### src/rtl/axil_pkg.sv
// rtl/axil_pkg.sv - shared encodings and constants for the AXI4-Lite master bridge
package axil_pkg;

   localparam logic [3:0] ST_IDLE    = 4'd0;
   localparam logic [3:0] ST_RD_ADDR = 4'd1;
   localparam logic [3:0] ST_RD_DATA = 4'd2;
   localparam logic [3:0] ST_WR      = 4'd3;
   localparam logic [3:0] ST_WR_RESP = 4'd4;
   localparam logic [3:0] ST_DONE    = 4'd5;

   typedef enum logic [3:0] {
      S_IDLE    = ST_IDLE,
      S_RD_ADDR = ST_RD_ADDR,
      S_RD_DATA = ST_RD_DATA,
      S_WR      = ST_WR,
      S_WR_RESP = ST_WR_RESP,
      S_DONE    = ST_DONE
   } axil_state_t;

   localparam logic [2:0]  AXPROT_DATA   = 3'b000;
   localparam logic [2:0]  AXPROT_INSTR  = 3'b100;
   localparam logic [31:0] DEF_ERR_RDATA = 32'hdeadbeef;

   // Top address nibble selects the device behind the memory controller.
   localparam logic [3:0] REGION_ROM  = 4'h0;
   localparam logic [3:0] REGION_RAM  = 4'h1;
   localparam logic [3:0] REGION_UART = 4'h2;

   function automatic logic [2:0] prot_of(input logic instr);
      return instr ? AXPROT_INSTR : AXPROT_DATA;
   endfunction

endpackage

### src/rtl/axil_timeout_timer.sv
// rtl/axil_timeout_timer.sv - saturating per-transaction timeout counter
module axil_timeout_timer #(
   parameter int TIMEOUT_CYCLES = 1024
) (
   input  logic CLK,
   input  logic RSTb,
   input  logic clear,
   input  logic enable,
   output logic expire
);

   localparam int         W     = (TIMEOUT_CYCLES > 0) ? $clog2(TIMEOUT_CYCLES + 1) : 1;
   localparam logic [W-1:0] LIMIT = W'(TIMEOUT_CYCLES);
   localparam logic [W-1:0] LAST  = (TIMEOUT_CYCLES > 0) ? W'(TIMEOUT_CYCLES - 1) : '0;
   localparam bit         ARMED = (TIMEOUT_CYCLES > 0);

   logic [W-1:0] count;

   // Count active cycles since accept; hold at the limit instead of wrapping.
   always_ff @(posedge CLK) begin
      if (!RSTb || clear) begin
         count <= '0;
      end else if (enable && count != LIMIT) begin
         count <= count + 1'b1;
      end
   end

   // Fires on the edge where the count would reach the limit, so the abort
   // and the limit land together.
   assign expire = ARMED && enable && (count >= LAST);

endmodule

### src/rtl/axil_master_bridge.sv
// rtl/axil_master_bridge.sv - CPU valid/ready bus to AXI4-Lite initiator with timeout
module axil_master_bridge
   import axil_pkg::*;
#(
   parameter int          TIMEOUT_CYCLES = 1024,
   parameter logic [31:0] ERR_RDATA      = DEF_ERR_RDATA
) (
   input  logic        CLK,
   input  logic        RSTb,
   input  logic        mem_valid,
   input  logic        mem_instr,
   input  logic [31:0] mem_addr,
   input  logic [31:0] mem_wdata,
   input  logic [3:0]  mem_wstrb,
   output logic        mem_ready,
   output logic [31:0] mem_rdata,
   output logic        bus_err,
   output logic        m_axi_awvalid,
   input  logic        m_axi_awready,
   output logic [31:0] m_axi_awaddr,
   output logic [2:0]  m_axi_awprot,
   output logic        m_axi_wvalid,
   input  logic        m_axi_wready,
   output logic [31:0] m_axi_wdata,
   output logic [3:0]  m_axi_wstrb,
   input  logic        m_axi_bvalid,
   output logic        m_axi_bready,
   output logic        m_axi_arvalid,
   input  logic        m_axi_arready,
   output logic [31:0] m_axi_araddr,
   output logic [2:0]  m_axi_arprot,
   input  logic        m_axi_rvalid,
   output logic        m_axi_rready,
   input  logic [31:0] m_axi_rdata
);

   axil_state_t state, nxt_state;
   logic        aw_done, w_done, nxt_aw_done, nxt_w_done;
   logic        nxt_awvalid, nxt_wvalid, nxt_bready, nxt_arvalid, nxt_rready;
   logic        nxt_mem_ready, nxt_bus_err;
   logic [31:0] nxt_mem_rdata, nxt_awaddr, nxt_araddr, nxt_wdata;
   logic [3:0]  nxt_wstrb;
   logic [2:0]  nxt_awprot, nxt_arprot;
   logic        accept, finish, expire, active, aw_hs, w_hs;

   assign active = (state == S_RD_ADDR) || (state == S_RD_DATA) ||
                   (state == S_WR) || (state == S_WR_RESP);
   assign aw_hs  = m_axi_awvalid && m_axi_awready;
   assign w_hs   = m_axi_wvalid && m_axi_wready;

   axil_timeout_timer #(.TIMEOUT_CYCLES(TIMEOUT_CYCLES)) u_timer (
      .CLK    (CLK),
      .RSTb   (RSTb),
      .clear  (accept),
      .enable (active),
      .expire (expire)
   );

   // Next-state and next-output decode; completion takes priority over timeout.
   always_comb begin
      nxt_state     = state;
      nxt_aw_done   = aw_done;
      nxt_w_done    = w_done;
      nxt_awvalid   = m_axi_awvalid;
      nxt_wvalid    = m_axi_wvalid;
      nxt_bready    = m_axi_bready;
      nxt_arvalid   = m_axi_arvalid;
      nxt_rready    = m_axi_rready;
      nxt_mem_ready = mem_ready;
      nxt_bus_err   = bus_err;
      nxt_mem_rdata = mem_rdata;
      nxt_awaddr    = m_axi_awaddr;
      nxt_araddr    = m_axi_araddr;
      nxt_wdata     = m_axi_wdata;
      nxt_wstrb     = m_axi_wstrb;
      nxt_awprot    = m_axi_awprot;
      nxt_arprot    = m_axi_arprot;
      accept        = 1'b0;
      finish        = 1'b0;
      case (state)
         S_IDLE: begin
            if (mem_valid && !mem_ready) begin
               accept      = 1'b1;
               nxt_awaddr  = mem_addr;
               nxt_araddr  = mem_addr;
               nxt_wdata   = mem_wdata;
               nxt_wstrb   = mem_wstrb;
               nxt_awprot  = prot_of(mem_instr);
               nxt_arprot  = prot_of(mem_instr);
               nxt_aw_done = 1'b0;
               nxt_w_done  = 1'b0;
               if (mem_wstrb == 4'b0000) begin
                  nxt_arvalid = 1'b1;
                  nxt_state   = S_RD_ADDR;
               end else begin
                  nxt_awvalid = 1'b1;
                  nxt_wvalid  = 1'b1;
                  nxt_state   = S_WR;
               end
            end
         end
         S_RD_ADDR: begin
            if (m_axi_arvalid && m_axi_arready) begin
               nxt_arvalid = 1'b0;
               nxt_rready  = 1'b1;
               nxt_state   = S_RD_DATA;
            end
         end
         S_RD_DATA: begin
            if (m_axi_rvalid && m_axi_rready) begin
               finish        = 1'b1;
               nxt_mem_rdata = m_axi_rdata;
               nxt_rready    = 1'b0;
               nxt_mem_ready = 1'b1;
               nxt_state     = S_DONE;
            end
         end
         S_WR: begin
            nxt_aw_done = aw_done | aw_hs;
            nxt_w_done  = w_done | w_hs;
            if (aw_hs) nxt_awvalid = 1'b0;
            if (w_hs)  nxt_wvalid  = 1'b0;
            if (nxt_aw_done && nxt_w_done) begin
               nxt_bready = 1'b1;
               nxt_state  = S_WR_RESP;
            end
         end
         S_WR_RESP: begin
            if (m_axi_bvalid && m_axi_bready) begin
               finish        = 1'b1;
               nxt_bready    = 1'b0;
               nxt_mem_ready = 1'b1;
               nxt_state     = S_DONE;
            end
         end
         S_DONE: begin
            nxt_mem_ready = 1'b0;
            nxt_bus_err   = 1'b0;
            nxt_state     = S_IDLE;
         end
         default: nxt_state = S_IDLE;
      endcase
      if (expire && !finish) begin
         nxt_awvalid   = 1'b0;
         nxt_wvalid    = 1'b0;
         nxt_bready    = 1'b0;
         nxt_arvalid   = 1'b0;
         nxt_rready    = 1'b0;
         nxt_mem_ready = 1'b1;
         nxt_bus_err   = 1'b1;
         nxt_state     = S_DONE;
         if (state == S_RD_ADDR || state == S_RD_DATA) nxt_mem_rdata = ERR_RDATA;
      end
   end

   // State and registered outputs; reset also drops any in-flight request.
   always_ff @(posedge CLK) begin
      if (!RSTb) begin
         state         <= S_IDLE;
         aw_done       <= 1'b0;
         w_done        <= 1'b0;
         m_axi_awvalid <= 1'b0;
         m_axi_wvalid  <= 1'b0;
         m_axi_bready  <= 1'b0;
         m_axi_arvalid <= 1'b0;
         m_axi_rready  <= 1'b0;
         mem_ready     <= 1'b0;
         bus_err       <= 1'b0;
         mem_rdata     <= '0;
         m_axi_awaddr  <= '0;
         m_axi_araddr  <= '0;
         m_axi_wdata   <= '0;
         m_axi_wstrb   <= '0;
         m_axi_awprot  <= '0;
         m_axi_arprot  <= '0;
      end else begin
         state         <= nxt_state;
         aw_done       <= nxt_aw_done;
         w_done        <= nxt_w_done;
         m_axi_awvalid <= nxt_awvalid;
         m_axi_wvalid  <= nxt_wvalid;
         m_axi_bready  <= nxt_bready;
         m_axi_arvalid <= nxt_arvalid;
         m_axi_rready  <= nxt_rready;
         mem_ready     <= nxt_mem_ready;
         bus_err       <= nxt_bus_err;
         mem_rdata     <= nxt_mem_rdata;
         m_axi_awaddr  <= nxt_awaddr;
         m_axi_araddr  <= nxt_araddr;
         m_axi_wdata   <= nxt_wdata;
         m_axi_wstrb   <= nxt_wstrb;
         m_axi_awprot  <= nxt_awprot;
         m_axi_arprot  <= nxt_arprot;
      end
   end

endmodule

### config.mk
export PLATFORM = sky130hd
export DESIGN_NAME = axil_master_bridge
export DESIGN_NICKNAME = d
export VERILOG_FILES = /design/src/rtl/axil_pkg.sv /design/src/rtl/axil_timeout_timer.sv /design/src/rtl/axil_master_bridge.sv
export SDC_FILE = /design/constraint.sdc
export NUM_CORES = 1
export LEC_CHECK = 0
export CAP_MARGIN = 10
export CORE_MARGIN = 4
export CORE_UTILIZATION = 40
export DETAILED_ROUTE_END_ITERATION = 8
export PLACE_DENSITY_LB_ADDON = 0.05
export SKIP_CTS_REPAIR_TIMING = 1
export SLEW_MARGIN = 20
export SYNTH_ARGS = -nofsm -noshare
export SYNTH_HDL_FRONTEND = slang
export SYNTH_SLANG_ARGS = --single-unit
export TNS_END_PERCENT = 1
### constraint.sdc
create_clock -name CLK -period 2.6 [get_ports CLK]
set_input_delay 0.52 -clock CLK [delete_from_list [all_inputs] [get_ports CLK]]
set_output_delay 0.52 -clock CLK [all_outputs]
set_load 0.005 [all_outputs]
==> results of run 1 <==
## cells by family after synthesis
kind of cell / Yosys count / synth area share [%]
buffers and inverters: 84 / 9.31
flip-flops: 124 / 48.1
adder cells (fa/ha/maj): 2 / 0.485
XOR/XNOR: 3 / 0.509
AO/OA/AOI/OAI: 155 / 19.5
other: 1 / 0.0727
AND/OR/NAND/NOR: 268 / 21.8
multiplexers: 1 / 0.194
## cell type report
class	count	share of cell area [%]
timing repair buffer	259	32.3
sequential	124	30.5
multi-input combinational	433	27.3
clock buffer	24	5.91
tap	172	2.64
clock inverter	8	1.11
inverter	7	0.338
## sequential cells by signal (all words and copies together), names as in the netlist
name	cells
aw_done	1
bus_err	1
m_axi_araddr	32
m_axi_arprot	1
m_axi_arvalid	1
m_axi_awvalid	1
m_axi_bready	1
m_axi_rready	1
m_axi_wdata	32
m_axi_wstrb	4
m_axi_wvalid	1
mem_rdata	32
mem_ready	1
state	3
u_timer.count	11
w_done	1
## power by group
part           leakage (nW)  internal [mW]  switching [mW]  total (mW)
Combinational          1.53          0.470           0.315       0.784
Clock                 0.288           1.48           0.794        2.27
Sequential             1.01           2.00          0.0813        2.08
## placed cells by master (no fill, tap or decap), types with 4 or more instances in the layout
cell type        count
clkdlybuf4s50_1    249
nand2_1            218
dfxtp_1            124
a21oi_1            101
a31oi_2             20
clkbuf_16           17
o21ai_0             12
or3_1                9
nand4_1              7
clkinv_2             7
a31oi_1              7
inv_1                6
nor2_1               6
nand3_1              5
buf_4                5
buf_12               5
conb_1               4
clkbuf_1             4
## final timing paths
check / start / end / slack (ps)
hold / removal: m_axi_wstrb[1] / m_axi_wstrb[1] / 450
setup / recovery: state[1] / mem_rdata[21] / 530
setup reg to reg: state[1] / mem_rdata[21] / 530
hold reg to reg: m_axi_wstrb[1] / m_axi_wstrb[1] / 450
## worst register-to-register path, cell delays in order (launching register included)
cell and delay, ps:
dfxtp_1 730, nand4b_1 330, nor2_2 270, or4_1 150, buf_4 330, a31oi_2 140
## metrics by stage
step	std cells	setup slack [ps]	area (sq um)	utilization, %
2_1_floorplan	641	777	5170	-
3_3_place_gp	995	340	7580	60.0
3_5_place_dp	995	298	7580	60.0
4_1_cts	1027	546	8150	64.6
5_1_grt	1027	306	8150	64.6
6_report	1027	530	8150	64.6
## metal layers
metal	global-route usage [%]	part of all wire (%)
met1	23.1	42
met2	32.6	48
met3	7.71	9.1
met4	7.07	1.5
met5	0	0
==> reports/qor.csv, run 1 <==
metric,value,unit
WP buf/inv,1,
Synth Register Bits,124,
fin nets,953,
setup TNS,0,ps
FMAX,483,MHz
Die H,122,microns
Hold WC Path Type,reg2reg,
Core Footprint,12600,sq um
DIE WIDTH,122,microns
Final ANT Viol Nets,0,
Avg Inst Size Synth,8.09,sq um
overall routing resource usage,19.7,%
clk buf depth,2,
Worst-path clk slew,50,ps
Post-route DRC,0,
die area,14800,sq um
Fin. Hold Viols,0,
"Distinct cells, synth",45,
IO Pins,254,
Slew headroom,40.3,%
Worst setup SP type,register,
CP Data Required Time,2880,ps
Final Power,5.13,mW
"Largest delay share family, worst path",simple AND/OR/NAND/NOR gates,
multi-input combinational cell area,2220,sq um
wire per inst,14.8,microns
worst skew pair latency,410,ps
Syn Std Cell Area,5160,sq um
register area,2480,sq um
CP Max Fanout,24,
P&R area growth vs syn,57.9,%
global-route wire length before repair,23200,microns
drt total wl,15200,microns
drt initial violations,275,
post-synthesis cell count,638,
Most used DFF post-synth,dfxtp_1,
drt pass-1 iters,8,
GPL Wtd Cong,0.751,
Max VDD drop,0.351,mV
worst r2r path cells,5,
Critical-path top delay cell,dfxtp_1,
top cell type's share of synthesized area,48.1,%
Root Buffer,clkbuf_16,
fillcell total,1119,
largest area contributor in the synthesized netlist,dfxtp_1,
routed vias,5000,
TritonCTS clock tree,built,
hold_ws,451,ps
Post-synth EDFFs,0,
Setup CP Type,reg2reg,
"count leader, synth",nand2_1,
share of cells above drive strength 1,8.19,%
largest net degree at the start of global routing,71,
Period minus WS final,2070,ps
vias in the first global route,4733,
RSZ-0062 raised after global routing,false,
final period utilization,79.6,%
CP endpoint kind,register,
synth top area cells,"dfxtp_1 (48%), nand2_1 (16%), a21oi_1 (9.8%), buf_4 (5.4%), a31oi_2 (4.8%)",
result of the run,"finished, final reports clean",
actual slew at the worst max-slew pin,886,ps
critical path depth,5,
drt via density,4.87,
Final setup viols,0,
crit-path cells,nand4b_1 -> nor2_2 -> or4_1 -> buf_4 -> a31oi_2,
Crit path largest cell delay,730,ps
# clock sinks,124,
PortBufs,249,
Post-synth top cells,"nand2_1 (219), dfxtp_1 (124), a21oi_1 (101)",
global route total overflow,0,
Starting Density,40.9,%
skew final,9.84,ps
initial antenna violation count,0,
Yosys warnings,0,
Max H-tree Level,4,
Core Rows,41,
max_cap viols,0,
total CTS buffers,17,
hpwl dp,11000,microns
sequential fraction of the synthesis area,48.1,%
Leakage,2.83,nW
Final Max Tran Viols,0,
ANT cells,0,
Worst Path Arrival,2350,ps
Synth async-reset ratio,0,%
Cell Pwr Density,630,nW/um^2
hold depth,2,
(Power assumes the default switching activity.)
==> run 2: changes to the inputs <==
--- a/config.mk
+++ b/config.mk
@@ -7,7 +7,7 @@
 export LEC_CHECK = 0
 export CAP_MARGIN = 10
 export CORE_MARGIN = 4
-export CORE_UTILIZATION = 40
+export CORE_UTILIZATION = 37
 export DETAILED_ROUTE_END_ITERATION = 8
 export PLACE_DENSITY_LB_ADDON = 0.05
 export SKIP_CTS_REPAIR_TIMING = 1
==> constraint.sdc (replaced) <==
create_clock -name CLK -period 1.8 [get_ports CLK]
set_input_delay 0.36 -clock CLK [delete_from_list [all_inputs] [get_ports CLK]]
set_output_delay 0.36 -clock CLK [all_outputs]
set_load 0.005 [all_outputs]
==> run 2 against run 1 <==
  * Largest power group unchanged
  * Maximum frequency is 14% higher
  * The flow now finishes with violations (setup timing)
  * Power increased by 47%
  * Largest cell class unchanged
  * Combinational power up 53%
==> reports/qor.csv, run 2 (synthesis gave the netlist of run 1 again) <==
metric,value,unit
Leakage,3.01,nW
met1 Usage GRT,21.9,%
# clock sinks,124,
CP endpoint kind,register,
Final Power,7.54,mW
Final setup viols,4,
Most Crowded Layer GR,met2,
clk buf depth,2,
worst r2r path cells,5,
drt total wl,16200,microns
total CTS buffers,17,
Worst Path Arrival,2150,ps
hold_ws,450,ps
overall routing resource usage,19.5,%
global-route wire length before repair,25200,microns
Fin. Hold Viols,0,
most frequent cells in the layout,"clkdlybuf4s50_1 (249), nand2_1 (218), dfxtp_1 (118)",
wire per inst,15.3,microns
Final Max Tran Viols,0,
CP Max Fanout,6,
RSZ-0062 raised after global routing,true,
GPL Wtd Cong,0.822,
PortBufs,249,
Max VDD drop,0.455,mV
failing checks,setup timing,
IO Pins,254,
result of the run,"complete, but fails checks",
vias in the first global route,5053,
initial antenna violation count,0,
Worst-path clk slew,50,ps
global route total overflow,0,
Crit path largest cell delay,630,ps
Setup CP Type,reg2reg,
share of cells above drive strength 1,12.2,%
setup ws final,-15.5,ps
Root Buffer,clkbuf_16,
pre-CTS setup slack,-269,ps
CP Data Required Time,2130,ps
routed vias,5138,
hold depth,2,
M3 GR Usage,7.92,%
FMAX,551,MHz
largest net degree at the start of global routing,72,
max_cap viols,0,
die area,15900,sq um
Post-route DRC,0,
biggest registers after layout,"m_axi_araddr: 32 flops, m_axi_wdata: 32 flops, mem_rdata: 32 flops",
TritonCTS clock tree,built,
P&R area growth vs syn,65.3,%
Cell Pwr Density,884,nW/um^2
Worst setup SP type,register,
Core Rows,42,
worst skew pair latency,410,ps
Starting Density,38.4,%
drt via density,4.86,
drt initial violations,213,
Core Footprint,13500,sq um
"most common cell after layout, fill and taps aside",clkdlybuf4s50_1,
Final ANT Viol Nets,0,
Period minus WS final,1820,ps
Max H-tree Level,4,
hpwl dp,11600,microns
drt pass-1 iters,4,
crit-path cells,and4_4 -> a41oi_4 -> or4_4 -> clkbuf_16 -> a31oi_2,
fin nets,980,
placed cell area,7790,sq um
Hold WC Path Type,reg2reg,
routing usage on met2,33.6,%
Die H,126,microns
final period utilization,101,%
ANT cells,0,
skew final,7.37,ps
setup TNS,-39.8,ps
"Design Area, Final",8530,sq um
DIE WIDTH,126,microns
Critical-path top delay cell,or4_4,
==> run 2: layout make-up <==
type                    instances  area [sq um]
clock inverters                 6          83.8
repair buffers                286          2900
flip-flops and latches        124          2490
inverters                       7          27.5
fillers                      1150          4920
multi-input cells             433          2310
clock buffers                  26           499
well taps                     176           220
==> run 2: through the flow <==
stage / utilization (%) / std cells
final: 63.4 / 1058
after floorplan: - / 641
after detailed placement: 57.9 / 1023
after CTS: 62.2 / 1055
after global placement: 57.9 / 1023
after global routing: 63.4 / 1058
==> run 2: routing by layer <==
layer	wire length [microns]	share of wire (%)
met4	226	1.4
met5	0	0
met2	8040	50
met1	6510	40
met3	1430	8.8
==> run 2: report_power, final <==
part           internal, mW  total (mW)  switching (mW)
clock network          2.18        3.35            1.17
registers              2.89        3.00           0.109
logic                 0.717        1.20           0.480
==> run 2: final timing paths <==
kind	startpoint	endpoint	slack [ps]
max	u_timer.count[5]	mem_rdata[18]	-20
min	m_axi_wdata[1]	m_axi_wdata[1]	450
min reg2reg	m_axi_wdata[1]	m_axi_wdata[1]	450
max reg2reg	u_timer.count[5]	mem_rdata[18]	-20
==> run 2: critical path: cells and delay by family, from the launching register on <==
kind                   cells  cell delay [ps]
AOI/OAI and AO/OA          2              260
buffers and inverters      1              200
DFF                        1              360
and+or+nand+nor            2              910
==> run 3: changes to the inputs <==
--- a/config.mk
+++ b/config.mk
@@ -9,10 +9,11 @@
 export CORE_MARGIN = 4
 export CORE_UTILIZATION = 37
 export DETAILED_ROUTE_END_ITERATION = 8
-export PLACE_DENSITY_LB_ADDON = 0.05
+export PLACE_DENSITY_LB_ADDON = 0.2
 export SKIP_CTS_REPAIR_TIMING = 1
 export SLEW_MARGIN = 20
 export SYNTH_ARGS = -nofsm -noshare
 export SYNTH_HDL_FRONTEND = slang
+export SYNTH_HIERARCHICAL = 1
 export SYNTH_SLANG_ARGS = --single-unit
-export TNS_END_PERCENT = 1
+export TNS_END_PERCENT = 100
==> run 3 against run 2 <==
  * The flow now finishes without violations
  * Global-route usage down 0.61 points
  * Critical path depth up 3
  * Combinational power rose to 2.6 times the previous value
  * Register-to-register slack better by 20 ps
  * Highest routed layer unchanged
==> reports/qor.csv, run 3 <==
metric,value,unit
FF-to-FF Start,u_timer/count[1],
"Distinct cells, synth",57,
Max VDD drop,0.604,mV
Yosys warnings,6,
multi-input combinational cell area,2440,sq um
Worst-path clk slew,50,ps
largest net degree at the start of global routing,53,
CP endpoint kind,register,
WP buf/inv,1,
drt initial violations,283,
Synth Register Bits,124,
die area,16400,sq um
Most used DFF post-synth,dfxtp_1,
Core Rows,43,
crit-path cells,ha_4 -> nand2_2 -> a211oi_2 -> o21a_2 -> o221ai_4 -> or2_4 -> clkbuf_16 -> a31oi_4,
Crit path largest cell delay,370,ps
result of the run,"finished, final reports clean",
# clock sinks,124,
Fin. Hold Viols,0,
Hold WC Path Type,reg2reg,
Clock Power Share,34.8,%
final period utilization,99.7,%
placed cell area,7970,sq um
routed vias,5216,
global-route wire length before repair,25100,microns
Avg Inst Size Synth,8.35,sq um
Period minus WS final,1790,ps
Setup CP Type,reg2reg,
Cell Pwr Density,1150,nW/um^2
r2r endpoint,mem_rdata[2],
setup TNS,0,ps
wire per inst,15.2,microns
Die H,128,microns
Final setup viols,0,
Worst setup SP type,register,
flop-to-flop setup slack,6,ps
"most common cell after layout, fill and taps aside",clkdlybuf4s50_1,
hpwl dp,11800,microns
fin nets,985,
drt total wl,16200,microns
hold depth,2,
CP Data Required Time,2130,ps
worst skew pair latency,410,ps
Post-route DRC,0,
Synth async-reset ratio,0,%
IO Pins,254,
hold_ws,452,ps
global route total overflow,0,
FMAX,557,MHz
Worst Path Arrival,2130,ps
CP Max Fanout,6,
P&R area growth vs syn,64.5,%
"count leader, synth",nand2_1,
ANT cells,0,
share of cells above drive strength 1,13.2,%
initial antenna violation count,0,
internal cell power,7.17,mW
clk buf depth,2,
vias in the first global route,5138,
drt via density,4.89,
RSZ-0062 raised after global routing,true,
total CTS buffers,17,
Syn Std Cell Area,5340,sq um
most frequent cells in the layout,"clkdlybuf4s50_1 (248), nand2_1 (218), dfxtp_1 (119)",
overall routing resource usage,18.9,%
sequential fraction of the synthesis area,46.5,%
Critical-path top delay cell,dfxtp_4,
top cell type's share of synthesized area,46.5,%
Starting Density,38.1,%
GPL Wtd Cong,0.885,
skew final,8.54,ps
Root Buffer,clkbuf_16,
sequential power share,34.0,%
critical path depth,8,
synth top area cells,"dfxtp_1 (47%), nand2_1 (15%), a21oi_1 (6.4%), buf_4 (5.8%), a31oi_2 (4.7%)",
TritonCTS clock tree,built,
worst-case hold path end point,m_axi_wdata[26],
Core Footprint,14000,sq um
max_cap viols,0,
Leakage,3.14,nW
DIE WIDTH,128,microns
register area,2500,sq um
"Design Area, Final",8780,sq um
Final ANT Viol Nets,0,
post-synthesis cell count,639,
Gate power share,31.3,%
worst r2r path cells,8,
largest area contributor in the synthesized netlist,dfxtp_1,
"Largest delay share family, worst path",compound AO/OA/AOI/OAI gates,
Final Max Tran Viols,0,
biggest registers after layout,"m_axi_araddr: 32 flops, m_axi_wdata: 32 flops, mem_rdata: 32 flops",
Max H-tree Level,4,
switch share,28.8,%
PortBufs,249,
switching pwr,2.91,mW
Post-synth EDFFs,0,
Post-synth top cells,"nand2_1 (220), dfxtp_1 (124), a21oi_1 (68)",
drt pass-1 iters,5,
fillcell total,1158,
hold_sp,m_axi_wdata[26],
## run 3: cell count changes after synthesis, sizes merged, moves of 6 or more
cell / change
or3: -7
nand2b: +6
clkbuf: -15
o21ai: -9
a21oi: -33
buf: +17
a21boi: +19
## run 3: kinds of logic (layout without fill, tap and decap cells)
group	Yosys count	after routing	synth area share, %
other cells	1	4	0.0703
xor+xnor	4	4	0.657
buf+inv	88	332	10.5
mux	4	4	0.750
fa+ha+maj	2	2	0.469
compound gates	144	144	19.3
flops	124	124	46.5
simple gates	272	272	21.7
## run 3: worst max path at each step
stage / startpoint / to / slack, ps
after floorplan: state[1] / mem_rdata[0] / -40
after global placement: mem_valid / u_timer/count[0] / -190
after detailed placement: mem_valid / u_timer/count[9] / -240
after CTS: u_timer/count[1] / mem_rdata[17] / -170
after global routing: u_timer/count[1] / mem_rdata[3] / -80
final: u_timer/count[1] / mem_rdata[2] / 6
## run 3: power by group through the flow
stage | registers (mW) | clock network (mW) | logic [mW]
2_1_floorplan | 3.46 | 0 | 1.65
3_3_place_gp | 3.45 | 0 | 3.09
3_5_place_dp | 3.48 | 0 | 3.12
4_1_cts | 3.42 | 3.59 | 3.13
5_1_grt | 3.47 | 3.71 | 3.46
6_report | 3.42 | 3.51 | 3.15
## run 3: final cells by class
class	instances	area share [%]
clock buffer	25	5.76
clock inverter	6	1.23
inverter	9	0.385
multi-input combinational	430	27.8
sequential	124	28.4
tap	180	2.57
timing repair buffer	292	33.8
## run 3: tightest hold or removal path, stage by stage (launching register included)
cell     delay, ps
dfxtp_1        300
nand2_1         50
a21oi_1         50
## run 3: metrics by stage
stage                     setup slack [ps]  instances  utilization, %  power (mW)
after floorplan                      -44.1        642               -        5.10
after global placement                -187       1031            57.0        6.54
after detailed placement              -236       1031            57.0        6.60
after CTS                             -166       1062            61.4        10.2
after global routing                 -76.1       1066            62.8        10.6
final                                 6.23       1066            62.8        10.1
## run 3: layer usage
metal	share of wire [%]	up-vias	global-route usage, %
li1	-	2581	-
met1	42	2409	22.5
met2	48	199	32.1
met3	7.8	27	6.08
met4	1.8	0	6.68
met5	0	-	0
